## src/rtl/tdm_mux4_pkg.sv

```systemverilog
// Shared constants, FSM encoding and pointer helper for the tdm_mux4 4-to-1 TDM multiplexer.
package tdm_mux4_pkg;

    localparam int NCH   = 4;
    localparam int SEL_W = 2;

    typedef enum logic {
        EMPTY = 1'b0,
        FULL  = 1'b1
    } state_t;

    // Round-robin pointer moves one past the last grant; 2-bit arithmetic wraps 3 -> 0.
    function automatic logic [SEL_W-1:0] next_ptr(input logic [SEL_W-1:0] idx);
        return idx + 2'd1;
    endfunction

endpackage

```

## src/rtl/tdm_mux4_rr_arb4.sv

```systemverilog
// Combinational 4-way round-robin arbiter: the first requester at or after ptr (mod 4) wins.
module rr_arb4
    import tdm_mux4_pkg::*;
(
    input  logic [NCH-1:0]   req,
    input  logic [SEL_W-1:0] ptr,
    output logic [NCH-1:0]   grant,
    output logic [SEL_W-1:0] gnt_idx,
    output logic             any
);

    logic [SEL_W-1:0] w_idx;

    always_comb begin
        grant   = '0;
        gnt_idx = '0;
        any     = 1'b0;
        w_idx   = '0;
        for (int k = 0; k < NCH; k++) begin
            w_idx = ptr + 2'(k);
            if (!any && req[w_idx]) begin
                grant[w_idx] = 1'b1;
                gnt_idx      = w_idx;
                any          = 1'b1;
            end
        end
    end

endmodule

```

## src/rtl/tdm_mux4.sv

```systemverilog
// Registered 4-to-1 TDM multiplexer with round-robin arbitration and a 2-bit channel tag.
// Optional per-channel saturating grant counters are enabled by defining TDM_MUX4_STATS_EN.
module tdm_mux4
    import tdm_mux4_pkg::*;
#(
    parameter int WIDTH = 8
`ifdef TDM_MUX4_STATS_EN
    ,
    parameter int CNT_W = 16
`endif
)
(
    input  logic                 clk,
    input  logic                 rst,
    input  logic [NCH-1:0]       in_valid,
    input  logic [NCH*WIDTH-1:0] in_data,
    output logic [NCH-1:0]       in_ready,
    output logic                 out_valid,
    output logic [WIDTH-1:0]     out_data,
    output logic [SEL_W-1:0]     out_sel,
    output logic                 dbg_state,
    input  logic                 out_ready
`ifdef TDM_MUX4_STATS_EN
    ,
    output logic [NCH*CNT_W-1:0] stat_cnt
`endif
);

    // Handshake: a beat moves on a channel in any cycle where valid and ready are both high;
    // in_ready never depends on in_data, and out_valid stays asserted until out_ready takes it.

    state_t           r_state;
    state_t           w_next_state;
    logic [SEL_W-1:0] r_ptr;
    logic [WIDTH-1:0] r_data;
    logic [SEL_W-1:0] r_sel;

    logic             w_load;
    logic [NCH-1:0]   w_grant;
    logic [SEL_W-1:0] w_gnt_idx;
    logic             w_any;

    rr_arb4 u_arb (
        .req     (in_valid),
        .ptr     (r_ptr),
        .grant   (w_grant),
        .gnt_idx (w_gnt_idx),
        .any     (w_any)
    );

    // Drain and refill may happen in the same cycle, giving one beat per cycle.
    assign w_load = (r_state == EMPTY) | (out_ready & out_valid);

    always_ff @(posedge clk) begin
        if (rst) begin
            r_state <= EMPTY;
        end else begin
            r_state <= w_next_state;
        end
    end

    always_comb begin
        w_next_state = r_state;
        if (w_load) begin
            w_next_state = w_any ? FULL : EMPTY;
        end
    end

    always_comb begin
        out_valid = (r_state == FULL);
        in_ready  = rst ? '0 : (w_grant & {NCH{w_load}});
        dbg_state = r_state;
    end

    always_ff @(posedge clk) begin
        if (rst) begin
            r_data <= '0;
            r_sel  <= '0;
            r_ptr  <= '0;
        end else if (w_load && w_any) begin
            r_data <= in_data[int'(w_gnt_idx)*WIDTH +: WIDTH];
            r_sel  <= w_gnt_idx;
            r_ptr  <= next_ptr(w_gnt_idx);
        end
    end

    assign out_data = r_data;
    assign out_sel  = r_sel;

`ifdef TDM_MUX4_STATS_EN
    logic [CNT_W-1:0] r_cnt [NCH];

    always_ff @(posedge clk) begin
        for (int i = 0; i < NCH; i++) begin
            if (rst) begin
                r_cnt[i] <= '0;
            end else if (in_valid[i] && in_ready[i] && (r_cnt[i] != {CNT_W{1'b1}})) begin
                r_cnt[i] <= r_cnt[i] + 1'b1;
            end
        end
    end

    for (genvar g = 0; g < NCH; g++) begin : g_stat
        assign stat_cnt[g*CNT_W +: CNT_W] = r_cnt[g];
    end
`endif

endmodule

```

## config.mk

```make
export PLATFORM = sky130hd
export DESIGN_NAME = tdm_mux4
export DESIGN_NICKNAME = d
export VERILOG_FILES = /design/src/rtl/tdm_mux4_pkg.sv /design/src/rtl/tdm_mux4_rr_arb4.sv /design/src/rtl/tdm_mux4.sv
export SDC_FILE = /design/constraint.sdc
export NUM_CORES = 1
export LEC_CHECK = 0
export ABC_AREA = 1
export CORE_ASPECT_RATIO = 1.25
export CORE_MARGIN = 2
export CORE_UTILIZATION = 35
export CTS_CLUSTER_SIZE = 24
export DETAILED_ROUTE_END_ITERATION = 16
export GPL_TIMING_DRIVEN = 0
export PLACE_DENSITY = 0.77
export SLEW_MARGIN = 40
export SYNTH_ARGS = -nofsm -noshare
export SYNTH_HDL_FRONTEND = slang
export SYNTH_SLANG_ARGS = --single-unit
```

## constraint.sdc

```tcl
create_clock -name clk -period 3.2 [get_ports clk]
set_input_delay 0.48 -clock clk [delete_from_list [all_inputs] [get_ports clk]]
set_output_delay 0.48 -clock clk [all_outputs]
set_load 0.03 [all_outputs]
```

==> flow_summary_export.csv, run 1 <==
group,metric,value,unit
outcome,status,"complete, no violations",
final_layout,multiInputGateArea,925,sq um
critical_path,cp.arrival,2400,ps
timing,fin_hold_ws,537,ps
grt,grt_pass1_wl,6220,microns
critical_path,critPathKind,"flop to primary output",
logic_synthesis,synth_nets,277,
detailed_routing,drtIter0Drc,80,
timing,slew_headroom,0.788,
logic_synthesis,yosysWarnings,0,
detailed_routing,firstDrtPassIters,4,
floorplan,start_util,0.369,
critical_path,required,2720,ps
timing,finalClockSkew,9.98,ps
grt,grt_max_degree,12,
final_layout,postLayoutCellArea,2060,sq um
detailed_routing,drc_errors,0,
timing,finalHoldViolCount,0,
final_layout,layout.nets,336,
timing,worst_pin_slew,317,ps
floorplan,rows,25,
floorplan,coreArea,3820,sq um
detailed_routing,vias,1597,
grt,antenna_found_initial,0,
grt,grt_pass1_vias,1466,
worst_hold_path,hold_path.class,"flop to flop",
detailed_routing,detail-route-antenna-nets,0,
logic_synthesis,ys_seq_area_frac,0.185,
cts,post_cts_buffers,0,
detailed_routing,wl,3650,microns
floorplan,die_w,60.7,microns
cts,clock_sinks,13,
floorplan,dieArea,4550,sq um
grt,grt.busiest_layer,"met2",
cts,cts_root_buffer,"clkbuf_8",
placement,place_congestion,0.859,
final_layout,n_antenna_cell,0,
final_layout,final_cell_mix,"65 x nand2_1, 50 x clkdlybuf4s50_1, 46 x inv_1, 38 x nand3_1, 11 x dfxtp_1",
cts,htreeDepth,1,
timing,setup_viol,0,
cts,hold_buffers,0,
cts,clock_path_buffers,2,
cts,clkLatencyLatePin,250,ps
logic_synthesis,synthCells,230,
logic_synthesis,ys_ff_latch,13,
logic_synthesis,synth.distinct_cells,28,
grt,use_met1,0.207,
timing,slew_violations,0,
cts,cts_buffers,3,
critical_path,critPathMaxFanout,11,
timing,period_needed,2880,ps
pwr,power_density,972,nW/um^2
grt,grt_use_met2,0.324,
floorplan,io_pins,55,
pwr,irDropWorstVdd,0.610,mV
floorplan,die_h,74.9,microns
grt,use_met3,0.0241,
logic_synthesis,avgSynthCellArea,6.13,sq um
placement,dpl.hpwl,2930,microns
final_layout,area_delta_synth_final,45.9,%
grt,grt_use_total,0.177,
timing,rsz0062_at_grt,"no",
pwr,leakage,1.07,nW
logic_synthesis,netlist_area,1410,sq um
cts,path_clk_slew,50,ps
final_layout,fillers,410,
cts,tritoncts,"built",
grt,gr-total-overflow,0,
placement,dpl_cell_area,2020,sq um
job,cap_violations,0,
detailed_routing,vias_per_cell,4.67,
timing,period_share,0.899,
detailed_routing,wl_per_cell,10.7,microns
final_layout,register_area,263,sq um
critical_path,end_kind,"primary output",
placement,io_buffers,54,
final_layout,final_common_cell,"nand2_1",
critical_path,start_kind,"flop",
timing,fmax,0.348,GHz
final_layout,drive_above_1_share,0.128,
## report_power, final
part	internal, W	switching (W)
combinational	0.000580	0.000980
clock	0.0000882	0.0000656
sequential	0.000230	0.0000549
## metal layers
metal  vias up  routed length [microns]
met3         5                      173
met5         -                        0
met2        43                     1910
met4         0                       53
li1        841                        -
met1       708                     1510
## worst max-delay path, stage by stage, from the launching register on
cell       delay, ps
dfxtp_2          450
inv_2            160
ha_1             390
inv_1            110
nand3_1          130
nand2_4          140
inv_2             90
nor3_4           180
nand2_1           80
o2111ai_1        100
nand2_1           70
inv_1             50
clkbuf_2         190
## per-stage QoR
| step | worst slack, ps | power, W | setup TNS (ps) | std cells | utilization |
|---|---|---|---|---|---|
| finish | 323 | 0.00200 | 0 | 342 | 0.539 |
| global route | 84.5 | 0.00221 | 0 | 342 | 0.539 |
| CTS | 70.2 | 0.00201 | 0 | 342 | 0.541 |
| floorplan | 618 | 0.00144 | 0 | 230 | - |
| global placement | -170 | 0.00182 | -635 | 338 | 0.529 |
| detailed placement | -268 | 0.00185 | -995 | 338 | 0.529 |
## synth_stat cells
master      n  area share
dfxtp_1    13        0.18
clkinv_1    1      0.0027
nand4_4     1       0.015
inv_6       1      0.0062
ha_1        8       0.071
nand2_1    65        0.17
buf_4       2       0.011
o21ai_1     1      0.0035
nand3_2     2       0.014
nor3_1      1      0.0035
nand3_4     1       0.012
nand2_2     8       0.036
a31oi_1     2      0.0089
a21oi_1     4       0.014
nand2_4     3       0.024
inv_2       2      0.0053
a21oi_4     1       0.012
nand3b_1    8       0.043
nand4_2     1      0.0089
o21ai_0     4       0.014
buf_2       1      0.0035
nor2_1      8       0.021
buf_6       2       0.016
nor2_4      1      0.0080
o2111ai_1   4       0.025
nand3_1    38        0.13
or2_4       1      0.0062
inv_1      46        0.12
## registers in the layout (all words and copies together) (netlist names)
name	count
dbg_state	1
out_data	8
r_ptr	2
out_sel	2
## layout make-up
type                       count  area share
inverter                      50      0.0937
tap                           54      0.0329
buffer                         5      0.0207
timing repair buffer          54       0.253
sequential                    13       0.128
multi-input combinational    162       0.450
clock buffer                   4      0.0219
## final timing paths
path              cells after the start               startpoint                  endpoint  slack (ps)
hold / removal                        2  out_sel[1]$_SDFFE_PP0P_   out_sel[1]$_SDFFE_PP0P_         540
setup reg to reg                     15    r_ptr[0]$_SDFFE_PP0P_  out_data[6]$_SDFFE_PP0P_         780
setup / recovery                     12    r_ptr[0]$_SDFFE_PP0P_               in_ready[3]         320
hold reg to reg                       2  out_sel[1]$_SDFFE_PP0P_   out_sel[1]$_SDFFE_PP0P_         540
## kinds of logic after synthesis
kind of cell / after synthesis / synth area share
AOI/OAI and AO/OA: 16 / 0.0773
adders and majority gates: 8 / 0.0711
buffers and inverters: 55 / 0.167
DFF: 13 / 0.185
and+or+nand+nor: 138 / 0.500
## repair_timing
| action | in CTS | in global routing |
|---|---|---|
| cloned | 0 | 0 |
| resized for setup | 7 | 9 |
| setup endpoints to repair | 4 | 4 |
No activity file was read; power rests on OpenSTA's default activity.
==> inputs of run 2 (changes only) <==
--- a/config.mk
+++ b/config.mk
@@ -8,11 +8,11 @@
 export ABC_AREA = 1
 export CORE_ASPECT_RATIO = 1.25
 export CORE_MARGIN = 2
-export CORE_UTILIZATION = 35
+export CORE_UTILIZATION = 44
 export CTS_CLUSTER_SIZE = 24
 export DETAILED_ROUTE_END_ITERATION = 16
 export GPL_TIMING_DRIVEN = 0
-export PLACE_DENSITY = 0.77
+export PLACE_DENSITY = 0.92
 export SLEW_MARGIN = 40
 export SYNTH_ARGS = -nofsm -noshare
 export SYNTH_HDL_FRONTEND = slang
==> flow_summary_export.csv, run 2 (same netlist as run 1, synthesis figures left out) <==
group,metric,value,unit
floorplan,rows,22,
detailed_routing,wl_per_cell,10.9,microns
cts,clock_sinks,13,
final_layout,final_common_cell,"nand2_1",
critical_path,cp_top_family,"simple AND/OR/NAND/NOR gates",
timing,finalHoldViolCount,0,
cts,htreeDepth,1,
detailed_routing,vias_per_cell,4.94,
floorplan,die_h,67.3,microns
detailed_routing,firstDrtPassIters,4,
final_layout,n_antenna_cell,0,
cts,path_clk_slew,80,ps
timing,worst_pin_slew,333,ps
pwr,power_frac_clock,0.054,
final_layout,largest_reg_flops,8,
critical_path,cp.arrival,2490,ps
final_layout,final_cell_mix,"65 x nand2_1, 50 x clkdlybuf4s50_1, 46 x inv_1, 38 x nand3_1, 11 x dfxtp_1",
timing,finalClockSkew,3.37,ps
placement,io_buffers,54,
detailed_routing,detail-route-antenna-nets,0,
timing,slew_violations,0,
detailed_routing,vias,1600,
placement,place_inst,320,
worst_hold_path,hold_path.class,"flop to flop",
grt,grt_max_degree,12,
final_layout,layout.nets,336,
critical_path,end_kind,"primary output",
floorplan,dieArea,3670,sq um
critical_path,critPathMaxStageDelay,460,ps
grt,grt_use_total,0.213,
floorplan,die_w,54.6,microns
final_layout,area_delta_synth_final,42.5,%
critical_path,start_kind,"flop",
final_layout,fin_cells,324,
cts,tritoncts,"built",
pwr,power_frac_comb,0.802,
timing,period_share,0.928,
outcome,status,"complete, no violations",
timing,rsz0062_at_grt,"no",
pwr,p_sw_frac,0.561,
placement,place_congestion,0.819,
critical_path,required,2720,ps
pwr,irDropWorstVdd,0.592,mV
critical_path,r2r_start,"r_ptr[0]$_SDFFE_PP0P_",
critical_path,critPathMaxFanout,11,
critical_path,slowest_stage,"dfxtp_2",
detailed_routing,drtIter0Drc,45,
pwr,p_seq_frac,0.144,
grt,antenna_found_initial,0,
floorplan,start_util,0.470,
timing,fmax,0.337,GHz
cts,cts_buffers,3,
final_layout,drive_above_1_share,0.128,
worst_hold_path,hp-start,"out_data[1]$_SDFFE_PP0P_",
critical_path,crit_path_start,"r_ptr[0]$_SDFFE_PP0P_",
job,cap_violations,0,
grt,gr-total-overflow,0,
grt,grt_pass1_vias,1473,
cts,clkLatencyLatePin,280,ps
cts,post_cts_buffers,0,
pwr,power_density,969,nW/um^2
timing,period_needed,2970,ps
detailed_routing,drc_errors,0,
placement,dpl.hpwl,2840,microns
floorplan,coreArea,3000,sq um
pwr,leakage,1.06,nW
detailed_routing,wl,3540,microns
critical_path,critPathKind,"flop to primary output",
timing,fin_hold_ws,555,ps
timing,slew_headroom,0.777,
cts,clock_path_buffers,2,
cts,cts_root_buffer,"clkbuf_4",
timing,setup_viol,0,
floorplan,io_pins,55,
pwr,power_switching,0.00109,W
critical_path,cp_num_buf_inv,5,
critical_path,crit_chain,"inv_2 -> ha_1 -> inv_1 -> nand3_1 -> nand2_4 -> inv_2 -> nor3_2 -> nand2_1 -> o2111ai_1 -> nand2_1 -> inv_1 -> clkbuf_2",
grt,grt_pass1_wl,5920,microns
pwr,power.internal,0.000854,W
==> run 2: metal layers <==
metal,up-vias,global-route usage,part of all wire
met2,55,0.409,0.53
li1,841,-,-
met5,-,0,0
met3,6,0.0265,0.055
met1,698,0.234,0.40
met4,0,0.0531,0.013
==> run 2: final timing paths <==
kind                              endpoint  slack [ps]  depth (start not counted)
setup / recovery               in_ready[0]         230                         12
hold / removal    out_data[1]$_SDFFE_PP0P_         560                          4
setup reg to reg  out_data[5]$_SDFFE_PP0P_         760                         15
hold reg to reg   out_data[1]$_SDFFE_PP0P_         560                          4
==> run 2: metrics by stage <==
| stage | setup WS, ps | util | total power (W) | setup TNS (ps) | area [sq um] |
|---|---|---|---|---|---|
| floorplan | 618 | - | 0.00144 | 0 | 1410 |
| global placement | -161 | 0.665 | 0.00181 | -608 | 1990 |
| detailed placement | -218 | 0.665 | 0.00185 | -848 | 1990 |
| CTS | 60.3 | 0.674 | 0.00195 | 0 | 2020 |
| global route | 54.6 | 0.669 | 0.00212 | 0 | 2010 |
| finish | 232 | 0.669 | 0.00195 | 0 | 2010 |
==> run 2: power groups by stage <==
stage | registers [W] | clock network, W | logic, W
floorplan | 0.000372 | 0 | 0.00107
global placement | 0.000281 | 0 | 0.00153
detailed placement | 0.000281 | 0 | 0.00157
CTS | 0.000281 | 0.000103 | 0.00157
global route | 0.000289 | 0.000108 | 0.00172
finish | 0.000281 | 0.000105 | 0.00156
==> run 2: worst min-delay path: cells and delay by family (launching register included) <==
kind	cells	cell delay (ps)
buffers and inverters	1	40
AND/OR/NAND/NOR	3	160
flip-flops	1	330
==> run 2: what timing repair did <==
| action | 4_1_cts | 5_1_grt |
|---|---|---|
| gates resized for setup | 7 | 8 |
| hold buffers | 0 | 0 |
| hold endpoints to repair | 0 | 0 |
| setup endpoints to repair | 4 | 4 |
==> run 2: layout make-up <==
| cell class | count | area (sq um) |
|---|---|---|
| fill | 274 | 992 |
| multi-input combinational | 162 | 918 |
| timing repair buffer | 54 | 520 |
| sequential | 13 | 263 |
| inverter | 50 | 193 |
| tap | 36 | 45.0 |
| buffer | 5 | 42.5 |
| clock buffer | 4 | 26.3 |
==> inputs of run 3 (changes only) <==
--- a/config.mk
+++ b/config.mk
@@ -5,14 +5,14 @@
 export SDC_FILE = /design/constraint.sdc
 export NUM_CORES = 1
 export LEC_CHECK = 0
-export ABC_AREA = 1
 export CORE_ASPECT_RATIO = 1.25
 export CORE_MARGIN = 2
-export CORE_UTILIZATION = 44
+export CORE_UTILIZATION = 45
 export CTS_CLUSTER_SIZE = 24
 export DETAILED_ROUTE_END_ITERATION = 16
 export GPL_TIMING_DRIVEN = 0
 export PLACE_DENSITY = 0.92
+export SKIP_LAST_GASP = 1
 export SLEW_MARGIN = 40
 export SYNTH_ARGS = -nofsm -noshare
 export SYNTH_HDL_FRONTEND = slang
==> flow_summary_export.csv, run 3 <==
group,metric,value,unit
final_layout,n_antenna_cell,0,
timing,finalHoldViolCount,0,
logic_synthesis,synth.distinct_cells,51,
critical_path,ff2ff_path_depth,13,
pwr,leakage,0.875,nW
logic_synthesis,async_reset_ff_frac,0,
floorplan,die_h,68.0,microns
job,cap_violations,0,
cts,path_clk_slew,60,ps
outcome,status,"complete, no violations",
placement,dpl_cell_area,2050,sq um
logic_synthesis,synth_top_area_share,0.176,
detailed_routing,vias_per_cell,5.97,
detailed_routing,vias,1581,
logic_synthesis,synth_flop_cell,"dfxtp_1",
floorplan,dieArea,3760,sq um
detailed_routing,wl_per_cell,15.1,microns
logic_synthesis,netlist_area,1480,sq um
grt,grt_max_degree,11,
grt,grt_pass1_wl,6210,microns
logic_synthesis,synth_edf_count,0,
cts,clock_sinks,13,
logic_synthesis,synth_most_common_cell,"nor2_1",
final_layout,final_cell_mix,"49 x clkdlybuf4s50_1, 16 x nor2_1, 14 x a21oi_1, 12 x mux2i_1, 12 x dfxtp_1",
logic_synthesis,yosysTopAreaCell,"dfxtp_1",
critical_path,r2r_end,"out_data[3]$_SDFFE_PP0P_",
logic_synthesis,synthCells,168,
critical_path,end_kind,"primary output",
floorplan,rows,23,
grt,grt_use_total,0.202,
grt,antenna_found_initial,0,
grt,grt_pass1_vias,1428,
timing,slew_violations,0,
final_layout,largest_reg_flops,8,
cts,cts_buffers,3,
final_layout,postLayoutCellArea,2170,sq um
logic_synthesis,ys_seq_area_frac,0.176,
pwr,irDropWorstVdd,0.724,mV
floorplan,die_w,55.2,microns
final_layout,fin_cells,265,
logic_synthesis,synth_nets,215,
final_layout,layout.nets,276,
timing,finalClockSkew,4.95,ps
detailed_routing,wl,4010,microns
cts,clkLatencyLatePin,240,ps
grt,gr-total-overflow,0,
logic_synthesis,synth_commonest_cells,"16 x nor2_1, 14 x a21oi_1, 13 x dfxtp_1",
placement,place_congestion,0.875,
placement,io_buffers,53,
logic_synthesis,synth_area_leaders,"dfxtp_1 18%, mux2i_1 8.1%, a221oi_1 7.1%",
critical_path,r2r_start,"r_ptr[0]$_SDFFE_PP0P_",
critical_path,reg2reg_slack,230,ps
timing,period_needed,3070,ps
final_layout,drive_above_1_share,0.224,
floorplan,start_util,0.466,
floorplan,coreArea,3170,sq um
placement,dpl.hpwl,2870,microns
timing,slew_headroom,0.674,
logic_synthesis,avgSynthCellArea,8.79,sq um
critical_path,required,2720,ps
logic_synthesis,yosysWarnings,0,
cts,htreeDepth,1,
logic_synthesis,ys_ff_latch,13,
final_layout,area_delta_synth_final,47.1,%
worst_hold_path,hold_path.class,"flop to flop",
cts,hold_buffers,0,
floorplan,io_pins,55,
placement,place_inst,258,
timing,worst_pin_slew,490,ps
critical_path,start_kind,"flop",
detailed_routing,drtIter0Drc,42,
cts,clock_path_buffers,2,
timing,setup_viol,0,
critical_path,cp.arrival,2590,ps
cts,tritoncts,"built",
final_layout,final_common_cell,"clkdlybuf4s50_1",
cts,cts_root_buffer,"clkbuf_8",
critical_path,critPathMaxFanout,10,
detailed_routing,detail-route-antenna-nets,0,
detailed_routing,firstDrtPassIters,4,
pwr,power_density,969,nW/um^2
critical_path,critPathKind,"flop to primary output",
timing,period_share,0.960,
detailed_routing,drc_errors,0,
critical_path,crit_path_start,"r_ptr[0]$_SDFFE_PP0P_",
timing,fmax,0.326,GHz
critical_path,endpoint,"in_ready[3]",
-- run 3: changes by cell type after synthesis, sizes merged, moves of 10 or more --
cell / previous run / this run
a221oi: 0 / 12
nand3: 41 / 1
mux2i: 0 / 12
nand2: 76 / 4
a21oi: 5 / 15
inv: 49 / 7
-- run 3: worst min path at each step --
| stage | cells past startpoint | slack (ps) | endpoint | start |
|---|---|---|---|---|
| floorplan | 2 | 580 | r_ptr[1]$_SDFFE_PP0P_ | r_ptr[1]$_SDFFE_PP0P_ |
| global placement | 2 | 480 | out_sel[1]$_SDFFE_PP0P_ | out_sel[1]$_SDFFE_PP0P_ |
| detailed placement | 2 | 480 | out_sel[1]$_SDFFE_PP0P_ | out_sel[1]$_SDFFE_PP0P_ |
| CTS | 2 | 500 | out_sel[1]$_SDFFE_PP0P_ | out_sel[1]$_SDFFE_PP0P_ |
| global route | 2 | 560 | out_data[1]$_SDFFE_PP0P_ | out_data[1]$_SDFFE_PP0P_ |
| finish | 2 | 500 | out_sel[1]$_SDFFE_PP0P_ | out_sel[1]$_SDFFE_PP0P_ |
-- run 3: report_power, final --
group | switching (W) | leakage, nW | internal, W | total (W)
clock network | 0.0000623 | 0.0228 | 0.0000880 | 0.000150
registers | 0.0000606 | 0.109 | 0.000240 | 0.000300
logic | 0.000885 | 0.743 | 0.000770 | 0.00165
-- run 3: cell families after synthesis --
| family | share of synthesized area |
|---|---|
| compound gates | 0.348 |
| fa+ha+maj | 0.0678 |
| buf+inv | 0.0881 |
| flops | 0.176 |
| mux | 0.186 |
| simple gates | 0.134 |
-- run 3: per-stage QoR --
| step | setup TNS, ps | setup WS (ps) | hold slack (ps) | total power (W) | utilization |
|---|---|---|---|---|---|
| 2_1_floorplan | 0 | 327 | 580 | 0.00144 | - |
| 3_3_place_gp | -1600 | -384 | 484 | 0.00181 | 0.649 |
| 3_5_place_dp | -1740 | -403 | 482 | 0.00184 | 0.649 |
| 4_1_cts | 0 | 5.62 | 496 | 0.00203 | 0.674 |
| 5_1_grt | -33.4 | -26.7 | 555 | 0.00225 | 0.686 |
| 6_report | 0 | 128 | 500 | 0.00211 | 0.686 |
-- run 3: timing repair --
action                                  in CTS  in global routing
resized for setup                           20                 17
buffers inserted                             1                  2
pin swaps                                    1                  1
endpoints found under the setup margin      12                  4
-- run 3: critical path: stages, from the launching register on --
cell and delay, ps:
dfxtp_4 370, buf_6 150, clkbuf_8 180, clkinvlp_4 130, ha_4 260, or4b_4 510
o211ai_4 310, a221oi_1 140, nor2_1 90, clkbuf_4 190
-- run 3: final cells by class --
class	instances	area, sq um
tap	37	46.3
buffer	16	108
fill	262	993
inverter	7	30.0
multi-input combinational	132	1140
sequential	13	264
timing repair buffer	56	538
clock buffer	4	45.0
-- run 3: layer usage --
layer	global-route usage	part of all wire	wire length, microns
met4	0.0427	0.0090	36
met5	0	0	0
met2	0.408	0.52	2070
met3	0.0246	0.039	158
met1	0.228	0.44	1750
==> variant 1 (config.mk and constraints of run 3) <==
Change the package constant `SEL_W` from 2 to 3.
--- a/src/rtl/tdm_mux4_pkg.sv
+++ b/src/rtl/tdm_mux4_pkg.sv
@@ -2,7 +2,7 @@
 package tdm_mux4_pkg;
 
     localparam int NCH   = 4;
-    localparam int SEL_W = 2;
+    localparam int SEL_W = 3;
 
     typedef enum logic {
         EMPTY = 1'b0,
Ports: changed (resized out_sel); port bits go from 55 to 56. The function was not compared with the original's and may differ.
==> variant 1 against run 3 <==
  * Area after synthesis up 1.4%
  * Sequential cell count up 2
  * Die area up 1.3%
  * Final area up 2.4%
  * Largest cell class unchanged
  * First-iteration DRC count up 24%
  * Wire length up 9.1%
  * Non-clock buffer count up 1
  * Via count down 6.1%
  * Largest power group unchanged
  * Setup slack worse by 0.071 ns
  * Total power down 0.13%
  * Utilization up 0.99 points
==> variant 1: results (changes against run 3) <==
| Item | This run | Change |
| --- | --- | --- |
| Run status | complete, no violations |  |
| Arrival time worst endpoint | 2.66 ns | +0.07 ns |
| Capture point of the worst reg-to-reg path | out_data[6] |  |
| Highest layer used for signal routing | met4 |  |
| Leakage dissipation | 0.0009137 µW | +4.5% |
| Total number of nets in the final design | 260 | -5.8% |
| Max-Cap Viols | 0 | unchanged |
| Overall fraction of global-route tracks in use | 20.98% | +0.74 points |
| Total length of routed wires | 4.378 mm | +9.1% |
| Total of warnings raised by yosys | 0 | unchanged |
| Length of the first detailed-routing pass in iterations | 5 | +1 |
| Min Hold Slack | 0.4769 ns | -0.02271 ns |
| Slowest stage cell, crit path | mux4_2 |  |
| IO buf count | 54 | +1.9% |
| Reg2reg path depth | 11 | -2 |
| Layout cells sized above 1 | 25.24% | +2.9 points |
| Vias in the first global route | 1305 | -8.6% |
| Synth area leaders | dfxtp_1 (20%), mux4_1 (12%), ha_1 (8.4%) |  |
| Worst Skew | 0.003712 ns | -0.001242 ns |
| Crit path to | in_ready[1] |  |
| Delay of the slowest critical-path stage | 0.55 ns | +0.04 ns |
| Final weighted congestion in routability-driven placement | 0.8292 | -5.3% |
| Met3 Wirelength | 115 µm | -27% |
| Sinks on Clock Net | 15 | +2 |
| Final non-filler cell total | 247 | -6.8% |
| Timing startpoint of the critical path | in_valid[2] |  |
| Buffer depth of the longest clock path | 2 | unchanged |
| Final Cycle Share | 98.22% | +2.2 points |
| List of most frequent post-synthesis cells | dfxtp_1 (15), nand2_1 (12), ha_1 (10), nor2_1 (10), mux2i_1 (9) |  |
| Minimum setup slack among reg-to-reg paths | 0.14 ns | -0.09 ns |
| Peak fanout along the critical path | 10 | unchanged |
| Internal Power | 1148 µW | +4.6% |
| Wire length of the first global-routing pass | 6.223 mm | +0.21% |
| Post-Synthesis Net Count | 193 | -10% |
| Actual transition at the worst max-transition pin | 0.6651 ns | +0.1754 ns |
| Switching power total | 954.3 µW | -5.3% |
| Largest vdd supply drop | 0.6971 mV | -3.8% |
| Placed instance count | 235 | -8.9% |
| Mean instance size in the synthesized netlist | 10.39 µm² | +18% |
| Wire length the detailed router placed on met1 | 1.708 mm | -2.3% |
| Detailed route wirelength on metal2 | 2.372 mm | +15% |
| Post-DP HPWL | 3.189 mm | +11% |
| Sequential power | 343 µW | +14% |
| Placed Area | 2098 µm² | +2.2% |
| Number of DRC violations after detailed-routing iteration 0 | 52 | +24% |
| Antenna cells | 0 | unchanged |
| Post-synthesis cell type count | 45 | -12% |
| Fraction of the yosys area taken by sequential cells | 20.07% | +2.4 points |
| Launching point of the worst reg2reg path | r_ptr[0] |  |
| Setup WS pre-CTS | -0.7025 ns | -0.2999 ns |
| Vias per cell | 6.012 | +0.77% |
| H-tree levels | 1 | unchanged |
| Relative contribution of the clock network to total power | 7.3% | +0.2 points |
-- variant 1: area by class of cell --
cell class | count | area, µm²
Buffer | 10 | 70.07
Clock buffer | 3 | 41.29
Sequential cell | 15 | 304.0
Timing Repair Buffer | 63 | 598.1
Clock inverter | 1 | 5.005
Multi-Input combinational cell | 113 | 1136
Tap cell | 37 | 46.29
Fill cell | 231 | 970.9
Inverter | 5 | 22.52
-- variant 1: worst register-to-register path, stage by stage (launching register included) --
cell,delay [ns]
dfxtp_4,0.42
buf_8,0.16
clkinvlp_4,0.14
ha_4,0.28
buf_6,0.14
or3b_1,0.38
a211oi_2,0.25
buf_4,0.16
nor2_2,0.05
a22oi_4,0.36
mux4_2,0.37
a22o_1,0.24
-- variant 1: worst min path at each step --
stage | depth (start not counted) | startpoint | to
after floorplan | 3 | r_ptr[2] | r_ptr[2]
after global placement | 1 | out_data[6] | out_data[6]
after detailed placement | 1 | out_data[6] | out_data[6]
after CTS | 1 | out_data[6] | out_data[6]
after global routing | 1 | out_data[7] | out_data[7]
final | 1 | out_data[7] | out_data[7]
-- variant 1: kinds of logic (layout without fill, tap and decap cells) --
group	Yosys count	count (layout)	share of synthesized area [%]
buf+inv	16	82	5.936
compound gates	36	36	21.32
mux	21	21	25.84
fa+ha+maj	10	10	8.361
xor+xnor	5	5	2.926
flops	15	15	20.07
simple gates	41	41	15.55
-- variant 1: per-layer routing --
metal | vias up | track usage (%)
li1 | 695 | -
met1 | 726 | 24.16
met2 | 47 | 36.46
met3 | 17 | 2.647
met4 | 0 | 14.94
met5 | - | 0
-- variant 1: repair_timing --
| item | in CTS | in global routing |
|---|---|---|
| pin swaps | 2 | 1 |
| resized for setup | 32 | 1 |
| endpoints found under the setup margin | 14 | 7 |
| buffers inserted | 2 | 7 |
==> variant 2 (flow settings as in run 3) <==
Without the edit above. Register the output `dbg_state`, cleared by the reset; this adds one clock of latency there. The other outputs are not delayed to match.
--- a/src/rtl/tdm_mux4.sv
+++ b/src/rtl/tdm_mux4.sv
@@ -25,6 +25,8 @@
     output logic [NCH*CNT_W-1:0] stat_cnt
 `endif
 );
+
+    logic dbg_state_d;
 
     // Handshake: a beat moves on a channel in any cycle where valid and ready are both high;
     // in_ready never depends on in_data, and out_valid stays asserted until out_ready takes it.
@@ -69,7 +71,7 @@
     always_comb begin
         out_valid = (r_state == FULL);
         in_ready  = rst ? '0 : (w_grant & {NCH{w_load}});
-        dbg_state = r_state;
+        dbg_state_d = r_state;
     end
 
     always_ff @(posedge clk) begin
@@ -105,5 +107,13 @@
     end
 `endif
 
+    always_ff @(posedge clk) begin
+        if (rst) begin
+            dbg_state <= '0;
+        end else begin
+            dbg_state <= dbg_state_d;
+        end
+    end
+
 endmodule
 
Function: changed (Yosys sat finds a counterexample within 4 cycles, from zero or initial values and one cycle with rst high).
==> variant 2 against run 3 <==
  * Area after synthesis decreased by 12%
  * Final area decreased by 11%
  * Sequential cell count increased by 1
  * Clock skew decreased by 0.0045 ns
  * Wire length decreased by 18%
  * Setup slack got worse by 0.027 ns
  * Total power decreased by 14%
  * Sequential share of layout area increased by 2.6 points
  * Synthesized cell count decreased by 23%
==> variant 2: results (changes against run 3) <==
| Item | This run | Change |
| --- | --- | --- |
| Run status | complete, no violations |  |
| Placed Area | 1877 µm² | -8.6% |
| Final weighted congestion in routability-driven placement | 0.8012 | -8.5% |
| Actual transition at the worst max-transition pin | 0.4272 ns | -0.06245 ns |
| Minimum setup slack among reg-to-reg paths | 0.39 ns | +0.16 ns |
| Detailed route wirelength on metal2 | 1.741 mm | -16% |
| Number of DRC violations after detailed-routing iteration 0 | 35 | -17% |
| Fraction of met2 tracks used by global routing | 38.13% | -2.6 points |
| Clock slew at reported path FFs | 0.08 ns | +0.02 ns |
| Average routed wire per standard cell | 14.90 µm | -1.6% |
| Met3 Wirelength | 244 µm | +54% |
| Total number of nets in the final design | 236 | -14% |
| Setup WS pre-CTS | -0.3263 ns | +0.07631 ns |
| Clock root buffer | clkbuf_4 |  |
| Arrival time worst endpoint | 2.62 ns | +0.03 ns |
| Clock latency reported for the late side of the worst-skew pair | 0.27 ns | +0.03 ns |
| Reg2reg path depth | 11 | -2 |
| Fill cell count | 197 | -25% |
| List of most frequent post-synthesis cells | mux2i_1 (18), dfxtp_1 (14), nor2_1 (12), nand3b_1 (9), ha_1 (8) |  |
| Layout cells sized above 1 | 18.18% | -4.2 points |
| Capture point of the worst reg-to-reg path | out_data[6] |  |
| Post-DP HPWL | 2.623 mm | -8.5% |
| Largest vdd supply drop | 0.6294 mV | -13% |
| Overall via count from detail_route | 1249 | -21% |
| Highest layer used for signal routing | met3 |  |
| Post-Synthesis Net Count | 176 | -18% |
| Launch instance of the worst min-delay path | out_valid |  |
| Overall fraction of global-route tracks in use | 21.09% | +0.85 points |
| Endpoint, Worst Hold | dbg_state |  |
| Cell count of the worst hold path | 1 | -1 |
| Slowest stage cell, crit path | dfxtp_4 |  |
| Min Hold Slack | 0.4850 ns | -0.01457 ns |
| Worst Skew | 0.0004442 ns | -0.004510 ns |
| Synth area leaders | dfxtp_1 (22%), mux2i_1 (14%), ha_1 (7.7%) |  |
| IO buf count | 54 | +1.9% |
==> variant 2: changes by cell type after synthesis, moves of 4 or more <==
cell,before,now
buf_2,6,2
nor2_1,16,12
nand3b_1,0,9
nor2b_1,1,5
mux2i_1,12,18
a221oi_1,12,5
mux2_2,7,1
a21oi_1,14,3
o21bai_1,8,0
a22o_1,7,1
==> variant 2: cells by family after synthesis <==
family | Yosys count | share of synthesized area [%]
compound gates | 27 | 21.18
simple gates | 42 | 18.76
fa+ha+maj | 8 | 7.737
mux | 23 | 22.34
xor+xnor | 2 | 1.354
buf+inv | 13 | 6.963
flops | 14 | 21.66
==> variant 2: timing repair <==
item	in CTS	in global routing
setup buffers	0	1
endpoints found under the setup margin	4	4
gates resized for setup	19	9
pin swaps	0	0
gates cloned	0	0
==> variant 2: how the worst max path moves through the flow <==
stage / from / end / slack (ns) / cells past startpoint
2_1_floorplan: r_ptr[0] / in_ready[0] / 0.29 / 9
3_3_place_gp: r_ptr[0] / in_ready[1] / -0.25 / 10
3_5_place_dp: r_ptr[0] / in_ready[0] / -0.33 / 10
4_1_cts: r_ptr[0] / in_ready[0] / 0.06 / 10
5_1_grt: r_ptr[0] / in_ready[0] / -0.02 / 10
6_report: r_ptr[0] / in_ready[0] / 0.10 / 11
==> variant 2: final cells by class <==
type                            count  area (µm²)  share of cell area [%]
Multi-Input combinational cell    102       950.9                   49.13
Clock buffer                        3       22.52                   1.164
Buffer                              8       73.82                   3.814
Inverter                            5       22.52                   1.164
Tap cell                           34       42.54                   2.198
Timing Repair Buffer               55       538.0                   27.80
Sequential cell                    14       285.3                   14.74
==> variant 2: where the power goes <==
part	total, µW	switching [µW]	internal, µW
Clock	94.8	51.4	43.5
Sequential	296	50.6	245
Combinational	1420	750	674
